<file path="config.mk">
export PLATFORM = sky130hd
export DESIGN_NAME = sprite_drawer
export DESIGN_NICKNAME = d
export VERILOG_FILES = /design/src/rtl/sprite_drawer_pkg.sv /design/src/rtl/sprite_addr_gen.sv /design/src/rtl/sprite_drawer.sv
export SDC_FILE = /design/constraint.sdc
export NUM_CORES = 1
export LEC_CHECK = 0
export CAP_MARGIN = 20
export CORE_ASPECT_RATIO = 0.7
export CORE_MARGIN = 4
export CORE_UTILIZATION = 55
export DETAILED_ROUTE_END_ITERATION = 16
export PLACE_DENSITY = 0.82
export SYNTH_ARGS = -nofsm -noshare
export SYNTH_HDL_FRONTEND = slang
export SYNTH_SLANG_ARGS = --single-unit
</file>
<file path="constraint.sdc">
create_clock -name clk -period 7.2 [get_ports clk]
set_input_delay 1.44 -clock clk [delete_from_list [all_inputs] [get_ports clk]]
set_output_delay 1.44 -clock clk [all_outputs]
set_load 0.03 [all_outputs]
</file>
<file path="src/rtl/sprite_drawer_pkg.sv">
// Shared definitions for the sprite drawer: FSM encodings, screen limits,
// bus widths and the stage-1 pixel record carried down the output pipeline.
package sprite_drawer_pkg;

    localparam int SCREEN_W = 160;
    localparam int SCREEN_H = 120;
    localparam int ADDR_W   = 10;
    localparam int COLOUR_W = 15;
    localparam int X_W      = 8;
    localparam int Y_W      = 7;

    localparam logic [1:0] ST_IDLE  = 2'd0;
    localparam logic [1:0] ST_FETCH = 2'd1;
    localparam logic [1:0] ST_DRAIN = 2'd2;

    typedef struct packed {
        logic           valid;
        logic           inb;
        logic [X_W-1:0] x;
        logic [Y_W-1:0] y;
    } px_stage_t;

    // Sums carry one extra bit so an overflow past the screen edge clips instead of wrapping.
    function automatic logic in_bounds(input logic [X_W:0] x_sum, input logic [Y_W:0] y_sum);
        return (x_sum < (X_W+1)'(SCREEN_W)) && (y_sum < (Y_W+1)'(SCREEN_H));
    endfunction

endpackage

</file>
<file path="src/rtl/sprite_addr_gen.sv">
// Raster counter for the sprite memory: walks col/row in raster order and
// keeps the linear address in step, flagging the final word of the sprite.
module sprite_addr_gen
    import sprite_drawer_pkg::*;
#(
    parameter int SPRITE_W = 28,
    parameter int SPRITE_H = 30
) (
    input  logic              clk,
    input  logic              reset,
    input  logic              i_clear,
    input  logic              i_advance,
    output logic [ADDR_W-1:0] o_addr,
    output logic [ADDR_W-1:0] o_col,
    output logic [ADDR_W-1:0] o_row,
    output logic              o_last
);

    localparam int                N         = SPRITE_W * SPRITE_H;
    localparam logic [ADDR_W-1:0] LAST_ADDR = ADDR_W'(N - 1);
    localparam logic [ADDR_W-1:0] COL_MAX   = ADDR_W'(SPRITE_W - 1);

    logic [ADDR_W-1:0] r_addr;
    logic [ADDR_W-1:0] r_col;
    logic [ADDR_W-1:0] r_row;

    always_ff @(posedge clk or posedge reset) begin
        if (reset) begin
            r_addr <= '0;
            r_col  <= '0;
            r_row  <= '0;
        end else if (i_clear) begin
            r_addr <= '0;
            r_col  <= '0;
            r_row  <= '0;
        end else if (i_advance) begin
            r_addr <= r_addr + 1'b1;
            if (r_col == COL_MAX) begin
                r_col <= '0;
                r_row <= r_row + 1'b1;
            end else begin
                r_col <= r_col + 1'b1;
            end
        end
    end

    assign o_addr = r_addr;
    assign o_col  = r_col;
    assign o_row  = r_row;
    assign o_last = (r_addr == LAST_ADDR);

endmodule

</file>
<file path="src/rtl/sprite_drawer.sv">
// Sprite blitter: fetches a SPRITE_W x SPRITE_H sprite and emits clipped pixel writes.
// Define SPRITE_TRANSPARENCY_EN to suppress plots of words whose bit 0 is clear.
module sprite_drawer
    import sprite_drawer_pkg::*;
#(
    parameter int SPRITE_W = 28,
    parameter int SPRITE_H = 30
) (
    input  logic                clk,
    input  logic                reset,
    input  logic                start,
    input  logic [X_W-1:0]      x0,
    input  logic [Y_W-1:0]      y0,
    output logic [ADDR_W-1:0]   rd_addr,
    input  logic [15:0]         rd_data,
    output logic                plot,
    output logic [X_W-1:0]      x_out,
    output logic [Y_W-1:0]      y_out,
    output logic [COLOUR_W-1:0] colour,
    output logic                busy,
    output logic                done
);

    logic [1:0]          r_state;
    logic                r_drain_cnt;
    logic                r_done;
    logic [X_W-1:0]      r_x0;
    logic [Y_W-1:0]      r_y0;
    px_stage_t           r_s1;
    logic                r_plot;
    logic [X_W-1:0]      r_x_out;
    logic [Y_W-1:0]      r_y_out;
    logic [COLOUR_W-1:0] r_colour;

    logic                w_clear;
    logic                w_advance;
    logic                w_last;
    logic [ADDR_W-1:0]   w_addr;
    logic [ADDR_W-1:0]   w_col;
    logic [ADDR_W-1:0]   w_row;
    logic [X_W:0]        w_x_sum;
    logic [Y_W:0]        w_y_sum;
    logic                w_inb;
    logic                w_opaque;
    logic                w_pix_plot;

    assign w_clear   = (r_state == ST_IDLE) && start;
    assign w_advance = (r_state == ST_FETCH) && !w_last;

    sprite_addr_gen #(
        .SPRITE_W (SPRITE_W),
        .SPRITE_H (SPRITE_H)
    ) u_addr_gen (
        .clk       (clk),
        .reset     (reset),
        .i_clear   (w_clear),
        .i_advance (w_advance),
        .o_addr    (w_addr),
        .o_col     (w_col),
        .o_row     (w_row),
        .o_last    (w_last)
    );

    always_ff @(posedge clk or posedge reset) begin
        if (reset) begin
            r_state     <= ST_IDLE;
            r_drain_cnt <= 1'b0;
            r_done      <= 1'b0;
            r_x0        <= '0;
            r_y0        <= '0;
        end else begin
            r_done <= 1'b0;
            case (r_state)
                ST_IDLE: begin
                    if (start) begin
                        r_x0    <= x0;
                        r_y0    <= y0;
                        r_state <= ST_FETCH;
                    end
                end
                ST_FETCH: begin
                    if (w_last) begin
                        r_state     <= ST_DRAIN;
                        r_drain_cnt <= 1'b0;
                    end
                end
                // Two drain cycles let the last fetched word clear both pipeline stages.
                ST_DRAIN: begin
                    r_drain_cnt <= 1'b1;
                    if (r_drain_cnt) begin
                        r_state <= ST_IDLE;
                        r_done  <= 1'b1;
                    end
                end
                default: r_state <= ST_IDLE;
            endcase
        end
    end

    // Coordinates far beyond the 9/8-bit sums are clipped via the upper counter bits.
    assign w_x_sum = {1'b0, r_x0} + w_col[X_W:0];
    assign w_y_sum = {1'b0, r_y0} + w_row[Y_W:0];
    assign w_inb   = in_bounds(w_x_sum, w_y_sum) && !(|w_col[ADDR_W-1:X_W+1])
                     && !(|w_row[ADDR_W-1:Y_W+1]);

    always_ff @(posedge clk or posedge reset) begin
        if (reset) begin
            r_s1 <= '0;
        end else begin
            r_s1.valid <= (r_state == ST_FETCH);
            r_s1.inb   <= w_inb;
            r_s1.x     <= w_x_sum[X_W-1:0];
            r_s1.y     <= w_y_sum[Y_W-1:0];
        end
    end

`ifdef SPRITE_TRANSPARENCY_EN
    assign w_opaque = rd_data[0];
`else
    logic w_unused_opaque;
    assign w_unused_opaque = rd_data[0];
    assign w_opaque        = 1'b1;
`endif

    assign w_pix_plot = r_s1.valid && r_s1.inb && w_opaque;

    always_ff @(posedge clk or posedge reset) begin
        if (reset) begin
            r_plot   <= 1'b0;
            r_x_out  <= '0;
            r_y_out  <= '0;
            r_colour <= '0;
        end else begin
            r_plot <= w_pix_plot;
            if (w_pix_plot) begin
                r_x_out  <= r_s1.x;
                r_y_out  <= r_s1.y;
                r_colour <= rd_data[15:1];
            end
        end
    end

    assign rd_addr = w_addr;
    assign plot    = r_plot;
    assign x_out   = r_x_out;
    assign y_out   = r_y_out;
    assign colour  = r_colour;
    assign busy    = (r_state != ST_IDLE);
    assign done    = r_done;

endmodule

</file>
==> results.yml, run 1 <==
finish:
  multi_input_area_sq_mm: 0.00195
  fillers: 581
  drive_gt1_share_pct: 12.6
  seq_area_sq_mm: 0.00243
  final_util_pct: 71.4
  final_nets: 532
  diodes: 0
  area.growth.synth_to_final_pct: 25.9
detailed_routing:
  postRouteWirelength_um: 9410
  drc: 0
  drt-pass1-iter-count: 4
  drtAntennaViolNets: 0
  dr.first_iter.drc_count: 234
  wire_per_inst_um: 16.1
  via_count: 3220
  vias_per_cell: 5.51
placement:
  hpwlAfterDp_um: 6400
  place_ws_ps: 3940
  place_congestion: 0.843
  numPortBuffers: 75
floorplan:
  die-area_sq_mm: 0.00969
  io_pins: 77
  row_count: 27
  die_h_um: 83.6
  coreArea_sq_mm: 0.00791
  die_w_um: 116
  start_util_pct: 56.8
timing:
  grt_setup_unrepaired: "false"
  layout_min_cycle_time_ps: 3040
  setup_tns_ps: 0
  postLayoutSetupSlackWorst_ps: 4160
  holdWs_ps: 479
  finalCritPeriodShare_pct: 42.2
  drv_slew: 0
  hold_viol: 0
  max_freq_ghz: 0.329
  worstMarginPinSlew_ps: 785
  maxSlewHeadroom_pct: 47.6
  setup-violations-final: 0
  fin_skew_ps: 5.89
cts:
  cts.clk_slew.worst_paths_ps: 70
  clock_latency_ps: 340
  htree_levels: 3
  clock-sinks: 97
  cts_inserted_buffers: 9
  cts_resized: 0
  clock_path_buffers: 2
  hold_buffers: 0
  cts-root-buf: "clkbuf_16"
  tritoncts: "yes"
  postCtsSetupBuffers: 0
worst_setup_path:
  cp-start-kind: "flip-flop"
  endpoint_kind: "output port"
  critical_path_required_ps: 5760
  cp_max_fo: 6
  cp.arrival_ps: 1600
  worst-setup-path-type: "flip-flop to output port"
min_path:
  hold_path_class: "flip-flop to flip-flop"
pwr:
  leakagePower_nw: 2.51
  pwr_density_cell_mw_per_mm2: 434
  peakVddDrop_uv: 334
synth:
  synth.avg_cell_area_sq_um: 11.2
  ys_types: 51
  syn-instance-count: 399
  synth_edf_count: 0
  synthesis.area_sq_mm: 0.00449
  synth-seq-area-share_pct: 54.1
  async_flop_share_pct: 100
  syn_nets: 453
  yosys_most_used_dff: "dfrtp_1"
  yosysWarnings: 0
  ys_ff_latch: 97
global_routing:
  grt_pass1_wl_um: 15900
  antenna_found_initial: 0
  grt_max_degree: 66
  overflow: 0
  gr-usage-all-layers_pct: 20.8
  grt_pass1_vias: 3286
outcome:
  status: "completed"
run:
  max_cap_violations: 0
==> layer usage <==
layer,routed length [um],GRT usage [%],vias up
met5,0,0,-
met4,82,6.11,0
met3,623,6.16,9
met2,4730,35.4,96
met1,3970,25.7,1577
li1,-,-,1538
==> final timing paths <==
kind	cells after the start	end	slack, ps	start
worst max-delay path	3	busy	4160	r_state[1]
worst min-delay path	1	x_out[1]	480	r_s1[8]
worst max register to register	9	r_s1[15]	4720	u_addr_gen.o_row[0]
worst min register to register	1	x_out[1]	480	r_s1[8]
max in group asynchronous	3	u_addr_gen.o_col[1]	4640	reset
min in group asynchronous	2	colour[4]	1440	reset
==> flip-flops by register name, summed over array words and instances (netlist names), 8 cells and up <==
register           cells
u_addr_gen.o_col      10
r_s1                  17
x_out                  8
r_x0                   8
colour                15
u_addr_gen.o_addr     10
u_addr_gen.o_row      10
==> through the flow <==
stage,instance area (sq um),std cells,power [mW]
floorplan,4490,399,1.57
global placement,5340,568,1.90
detailed placement,5340,568,1.95
CTS,5650,584,2.47
global route,5650,584,2.60
finish,5650,584,2.45
==> area by class of cell <==
class | count | share of cell area (%)
sequential | 97 | 43.0
multi-input combinational | 276 | 34.5
timing repair buffer | 78 | 13.7
clock buffer | 11 | 4.12
tap | 101 | 2.24
clock inverter | 5 | 1.40
inverter | 16 | 1.11
==> logic make-up (layout without fill, tap and decap cells) <==
kind of cell               count (synthesis)  after routing  share of synthesized area [%]
muxes                                     31             31                           7.75
and+or+nand+nor                          144            144                           16.3
DFF                                       97             97                           54.1
xor gates and xnor gates                  33             33                           6.44
AOI/OAI and AO/OA                         48             48                           6.97
buffers and inverters                     26            110                           2.54
adders and majority gates                 20             20                           5.91
==> Yosys cell counts (4+ instances only) <==
library cell	number	share of area, %
ha_1	18	5.0
mux2_2	30	7.5
o21ai_1	6	0.67
nor2_1	35	2.9
a21oi_1	9	1.0
clkbuf_1	4	0.33
xnor2_1	13	2.5
dfrtp_1	97	54
inv_1	15	1.3
nand4_1	13	1.8
o21ai_0	13	1.5
nand3_1	7	0.78
xor2_1	20	3.9
and3_1	4	0.56
nand2_1	53	4.4
nor2b_1	5	0.70
==> where the power goes <==
part	total, mW	internal (mW)	switching [mW]
logic	1.06	0.483	0.573
clock network	0.502	0.305	0.197
registers	0.890	0.752	0.137
==> critical path: stages, from the launching register on <==
cell,delay [ps]
dfrtp_1,430
nor2_1,170
inv_1,60
clkdlybuf4s50_1,590
==> layout by cell type (no fill, tap or decap), types with 2 or more instances in the layout <==
cell type        count
bufinv_16            2
o31ai_1              2
or2_2                2
nor4bb_1             2
xor2_1              20
a21oi_1              9
o21ai_1              6
nor4b_2              2
nor2_1              35
nor2b_1              5
inv_1               14
and2_1               3
nand3_1              7
mux2_2              30
and3_1               4
nand4_1             13
dfrtp_1             97
nand3_2              2
clkbuf_16            9
clkdlybuf4s50_1     75
a211oi_1             2
nor3_1               3
o22ai_1              3
o31a_1               3
clkbuf_1             2
fa_1                 2
o21bai_1             2
o21ai_0             13
or2_1                2
nor4_1               2
buf_4                3
ha_1                18
or3_1                2
xnor2_1             13
clkinv_2             2
nand2_1             53
Note: power is estimated with default switching activity, not from simulation.
==> inputs of run 2 (changes only) <==
- CORE_UTILIZATION: 55 -> 48
- PLACE_DENSITY: 0.82 -> 0.76
- clock period: 7.2 -> 2.6 ns (I/O delays scaled with it)
==> run 2 against run 1 <==
First-iteration DRC count decreased by 18%; die area increased by 13%; non-clock buffer count increased by 7; combinational power increased to 2.7 times the previous value; sequential cell count unchanged; critical endpoint is now r_s1[15]; largest power group unchanged.
==> results.yml, run 2 (synthesis results as in run 1) <==
detailed_routing:
  drc: 0
  postRouteWirelength_um: 9030
  via_count: 3181
  wire_per_inst_um: 14.7
  dr.first_iter.drc_count: 193
  drtAntennaViolNets: 0
  drt-pass1-iter-count: 4
  vias_per_cell: 5.19
timing:
  finalCritPeriodShare_pct: 93.6
  drv_slew: 0
  worstMarginPinSlew_ps: 654
  setup-violations-final: 0
  maxSlewHeadroom_pct: 56.3
  max_freq_ghz: 0.411
  fin_skew_ps: 7.70
  hold_viol: 0
  postLayoutSetupSlackWorst_ps: 167
  holdWs_ps: 477
  layout_min_cycle_time_ps: 2430
worst_setup_path:
  rrSetupSlack_ps: 170
  worst-setup-path-type: "flip-flop to flip-flop"
  cp.arrival_ps: 2650
  r2r_cells: 7
  rr_startpoint: "u_addr_gen.o_row[1]"
  critical_path_required_ps: 2820
  r2r-end: "r_s1[15]"
  endpoint_kind: "flip-flop"
  cp_max_fo: 7
  cp-start-kind: "flip-flop"
pwr:
  switching_share_pct: 36.4
  seq_power_share_pct: 36.2
  pwr_density_cell_mw_per_mm2: 1170
  pwr-share-comb_pct: 43.0
  leakagePower_nw: 2.55
  power.internal_mw: 4.29
  peakVddDrop_uv: 653
  power.total_mw: 6.75
  p_sw_mw: 2.46
  clkPwrFrac_pct: 20.7
global_routing:
  antenna_found_initial: 0
  overflow: 0
  gr-usage-all-layers_pct: 18.3
  grt_pass1_wl_um: 15500
  grt_max_degree: 32
  grt_pass1_vias: 3253
cts:
  clock-sinks: 97
  cts_inserted_buffers: 9
  clock_latency_ps: 340
  cts.clk_slew.worst_paths_ps: 70
  clock_path_buffers: 2
  tritoncts: "yes"
  cts-root-buf: "clkbuf_16"
  hold_buffers: 0
  postCtsSetupBuffers: 0
  htree_levels: 3
finish:
  drive_gt1_share_pct: 14.3
  final_nets: 539
  regMostFlops: "r_s1"
  fillers: 729
  diodes: 0
  final_common_cell: "dfrtp_1"
  area.growth.synth_to_final_pct: 28.4
  largest_reg_flops: 17
  layout_common_cells: "dfrtp_1 (96), clkdlybuf4s50_1 (75), nand2_1 (53)"
outcome:
  status: "completed"
min_path:
  hold_end: "y_out[6]"
  holdPathStages: 1
  hp-start: "r_s1[6]"
  hold_path_class: "flip-flop to flip-flop"
placement:
  numPortBuffers: 75
  hpwlAfterDp_um: 6590
  place_congestion: 0.850
  place_ws_ps: 254
floorplan:
  io_pins: 77
  row_count: 29
  die-area_sq_mm: 0.0110
  coreArea_sq_mm: 0.00907
  start_util_pct: 49.5
  die_h_um: 88.9
  die_w_um: 124
run:
  max_cap_violations: 0
## run 2: cell types whose count changed in the layout (fill, tap and decap cells not counted), moves of 2 or more
cell        delta
clkinvlp_4     +3
buf_12         +2
clkbuf_1       -2
buf_4          +5
## run 2: final cells by class
class	instances	area (sq um)	share of cell area, %
well taps	124	155	2.69
multi-input cells	276	1950	33.8
clock buffers	10	239	4.15
inverters	16	63.8	1.11
clock inverters	5	80.1	1.39
flip-flops and latches	97	2430	42.1
repair buffers	85	851	14.8
## run 2: power by group through the flow
stage	Combinational [mW]	Sequential, mW	Clock, mW
after floorplan	1.38	2.98	0
after global placement	2.85	2.45	0
after detailed placement	2.92	2.47	0
after CTS	2.94	2.45	1.43
after global routing	3.18	2.53	1.50
final	2.91	2.45	1.40
## run 2: worst max path at each step
stage,endpoint,slack (ps),depth (start not counted),startpoint
3_3_place_gp,r_s1[15],370,8,u_addr_gen.o_row[1]
5_1_grt,r_s1[15],-20,7,u_addr_gen.o_row[1]
3_5_place_dp,r_s1[15],250,7,u_addr_gen.o_row[1]
4_1_cts,r_s1[15],160,7,u_addr_gen.o_row[1]
2_1_floorplan,r_s1[15],510,9,u_addr_gen.o_row[0]
6_report,r_s1[15],170,7,u_addr_gen.o_row[1]
## run 2: layer usage
metal,share of wire [%],track usage (%)
met1,47,24.8
met2,45,28.7
met3,5.9,5.06
met4,1.7,6.33
met5,0,0
## run 2: metrics by stage
step                utilization, %  setup TNS, ps  std cells  area (sq um)
detailed placement            60.0              0        598          5440
global placement              60.0              0        598          5440
CTS                           63.5              0        613          5760
finish                        63.5              0        613          5760
floorplan                        -              0        399          4490
global route                  63.5          -15.9        613          5760
## run 2: critical path, stage by stage (launching register included)
cell	delay, ps
dfrtp_2	450
ha_1	290
a211oi_1	450
o21bai_1	150
a21oi_1	300
xnor2_1	190
nor4bb_1	370
nor4bb_1	100
## run 2: repair_timing
item	in CTS	in global routing
endpoints found under the hold margin	0	0
endpoints found under the setup margin	0	1
gates resized for setup	0	1
==> inputs of run 3 (changes only) <==
- CORE_UTILIZATION: 48 -> 53
- GPL_ROUTABILITY_DRIVEN: not set -> 0
- PLACE_DENSITY: 0.76 -> 0.8
- clock period: 2.6 -> 2.4 ns (I/O delays scaled with it)
==> run 3 against run 2 <==
Non-clock buffer count stayed put; worst setup slack worse by 40 ps; critical endpoint unchanged; via count about the same; clock skew down 1.9 ps; clock power down 7%; global-route usage up 1.2 points; sequential share of layout area up 0.50 points; maximum frequency increased by 7.1%; first-iteration DRC count grew 4.7%.
==> results.yml, run 3 (synthesis results as in run 1) <==
outcome:
  status: "completed"
global_routing:
  antenna_found_initial: 0
  gr-usage-all-layers_pct: 19.5
  grt_pass1_wl_um: 15500
  grt_pass1_vias: 3177
  grt_max_degree: 39
  overflow: 0
placement:
  hpwlAfterDp_um: 6790
  numPortBuffers: 75
floorplan:
  die_h_um: 85.0
  die_w_um: 118
  coreArea_sq_mm: 0.00804
  die-area_sq_mm: 0.0100
  io_pins: 77
  start_util_pct: 55.8
  row_count: 27
pwr:
  power.total_mw: 7.14
  pwr_density_cell_mw_per_mm2: 1250
  leakagePower_nw: 2.53
  peakVddDrop_uv: 639
timing:
  layout_min_cycle_time_ps: 2270
  worstMarginPinSlew_ps: 559
  maxSlewHeadroom_pct: 62.7
  drv_slew: 0
  finalCritPeriodShare_pct: 94.7
  fin_skew_ps: 5.83
  setup_tns_ps: 0
  holdWs_ps: 480
  max_freq_ghz: 0.440
  hold_viol: 0
  setup-violations-final: 0
  grt_setup_unrepaired: "false"
worst_setup_path:
  endpoint_kind: "flip-flop"
  critical_path_required_ps: 2640
  cp_max_fo: 3
  worst-setup-path-type: "flip-flop to flip-flop"
  cp.arrival_ps: 2510
  cp-start-kind: "flip-flop"
detailed_routing:
  drc: 0
  vias_per_cell: 5.38
  via_count: 3180
  postRouteWirelength_um: 9050
  drt-pass1-iter-count: 4
  wire_per_inst_um: 15.3
  drtAntennaViolNets: 0
  dr.first_iter.drc_count: 202
cts:
  clock-sinks: 97
  hold_buffers: 0
  clock_path_buffers: 2
  htree_levels: 3
  cts_inserted_buffers: 9
  clock_latency_ps: 340
  tritoncts: "yes"
  cts-root-buf: "clkbuf_16"
  cts.clk_slew.worst_paths_ps: 70
finish:
  diodes: 0
  regMostFlops: "r_s1"
  final_nets: 539
  final_common_cell: "dfrtp_1"
  final_util_pct: 70.8
  area.growth.synth_to_final_pct: 26.9
  drive_gt1_share_pct: 14.5
  largest_reg_flops: 17
  layout_common_cells: "dfrtp_1 (97), clkdlybuf4s50_1 (75), nand2_1 (53)"
run:
  max_cap_violations: 0
min_path:
  hold_path_class: "flip-flop to flip-flop"
-- run 3: through the flow --
| step | cells | cell area [sq um] | setup WS, ps |
|---|---|---|---|
| 3_3_place_gp | 575 | 5410 | 255 |
| 3_5_place_dp | 575 | 5410 | 101 |
| 5_1_grt | 591 | 5690 | 32.3 |
| 6_report | 591 | 5690 | 127 |
| 4_1_cts | 591 | 5690 | 59.6 |
| 2_1_floorplan | 399 | 4490 | 311 |
-- run 3: critical path, stage by stage, from the launching register on --
cell and delay [ps]:
dfrtp_1 360, ha_1 200, inv_1 70, fa_1 410
nor2b_2 170, o221ai_1 170, a21boi_2 220, o21ai_0 140
nor4bb_1 170, nor4bb_1 260
-- run 3: path summary, 6_finish.rpt --
| path | start | to | slack, ps | cells past startpoint |
|---|---|---|---|---|
| setup / recovery | r_y0[0] | r_s1[15] | 130 | 9 |
| min in group asynchronous | reset | x_out[5] | 560 | 2 |
| setup reg to reg | r_y0[0] | r_s1[15] | 130 | 9 |
| hold reg to reg | r_s1[10] | x_out[3] | 480 | 1 |
| max in group asynchronous | reset | u_addr_gen.o_row[4] | 1240 | 3 |
| hold / removal | r_s1[10] | x_out[3] | 480 | 1 |
-- run 3: timing repair --
action                     in CTS  in global routing
buffers inserted                0                  0
setup endpoints to repair       0                  1
gates resized for setup         0                  2
-- run 3: area by class of cell --
class	count	area [sq um]
sequential	97	2430
fill	606	2350
multi-input combinational	276	1950
timing repair buffer	85	851
clock buffer	10	229
tap	101	126
inverter	16	63.8
clock inverter	6	43.8
-- run 3: power by group --
group / switching (mW) / internal (mW)
logic: 1.73 / 1.48
clock network: 0.594 / 0.705
registers: 0.375 / 2.26
total: 2.70 / 4.44
-- run 3: routing by layer --
metal / GRT usage [%] / vias up / routed length [um]
met5: 0 / - / 0
met4: 5.96 / 0 / 93
met3: 6.53 / 10 / 475
met2: 30.7 / 94 / 4290
met1: 26.0 / 1525 / 4180
li1: - / 1551 / -
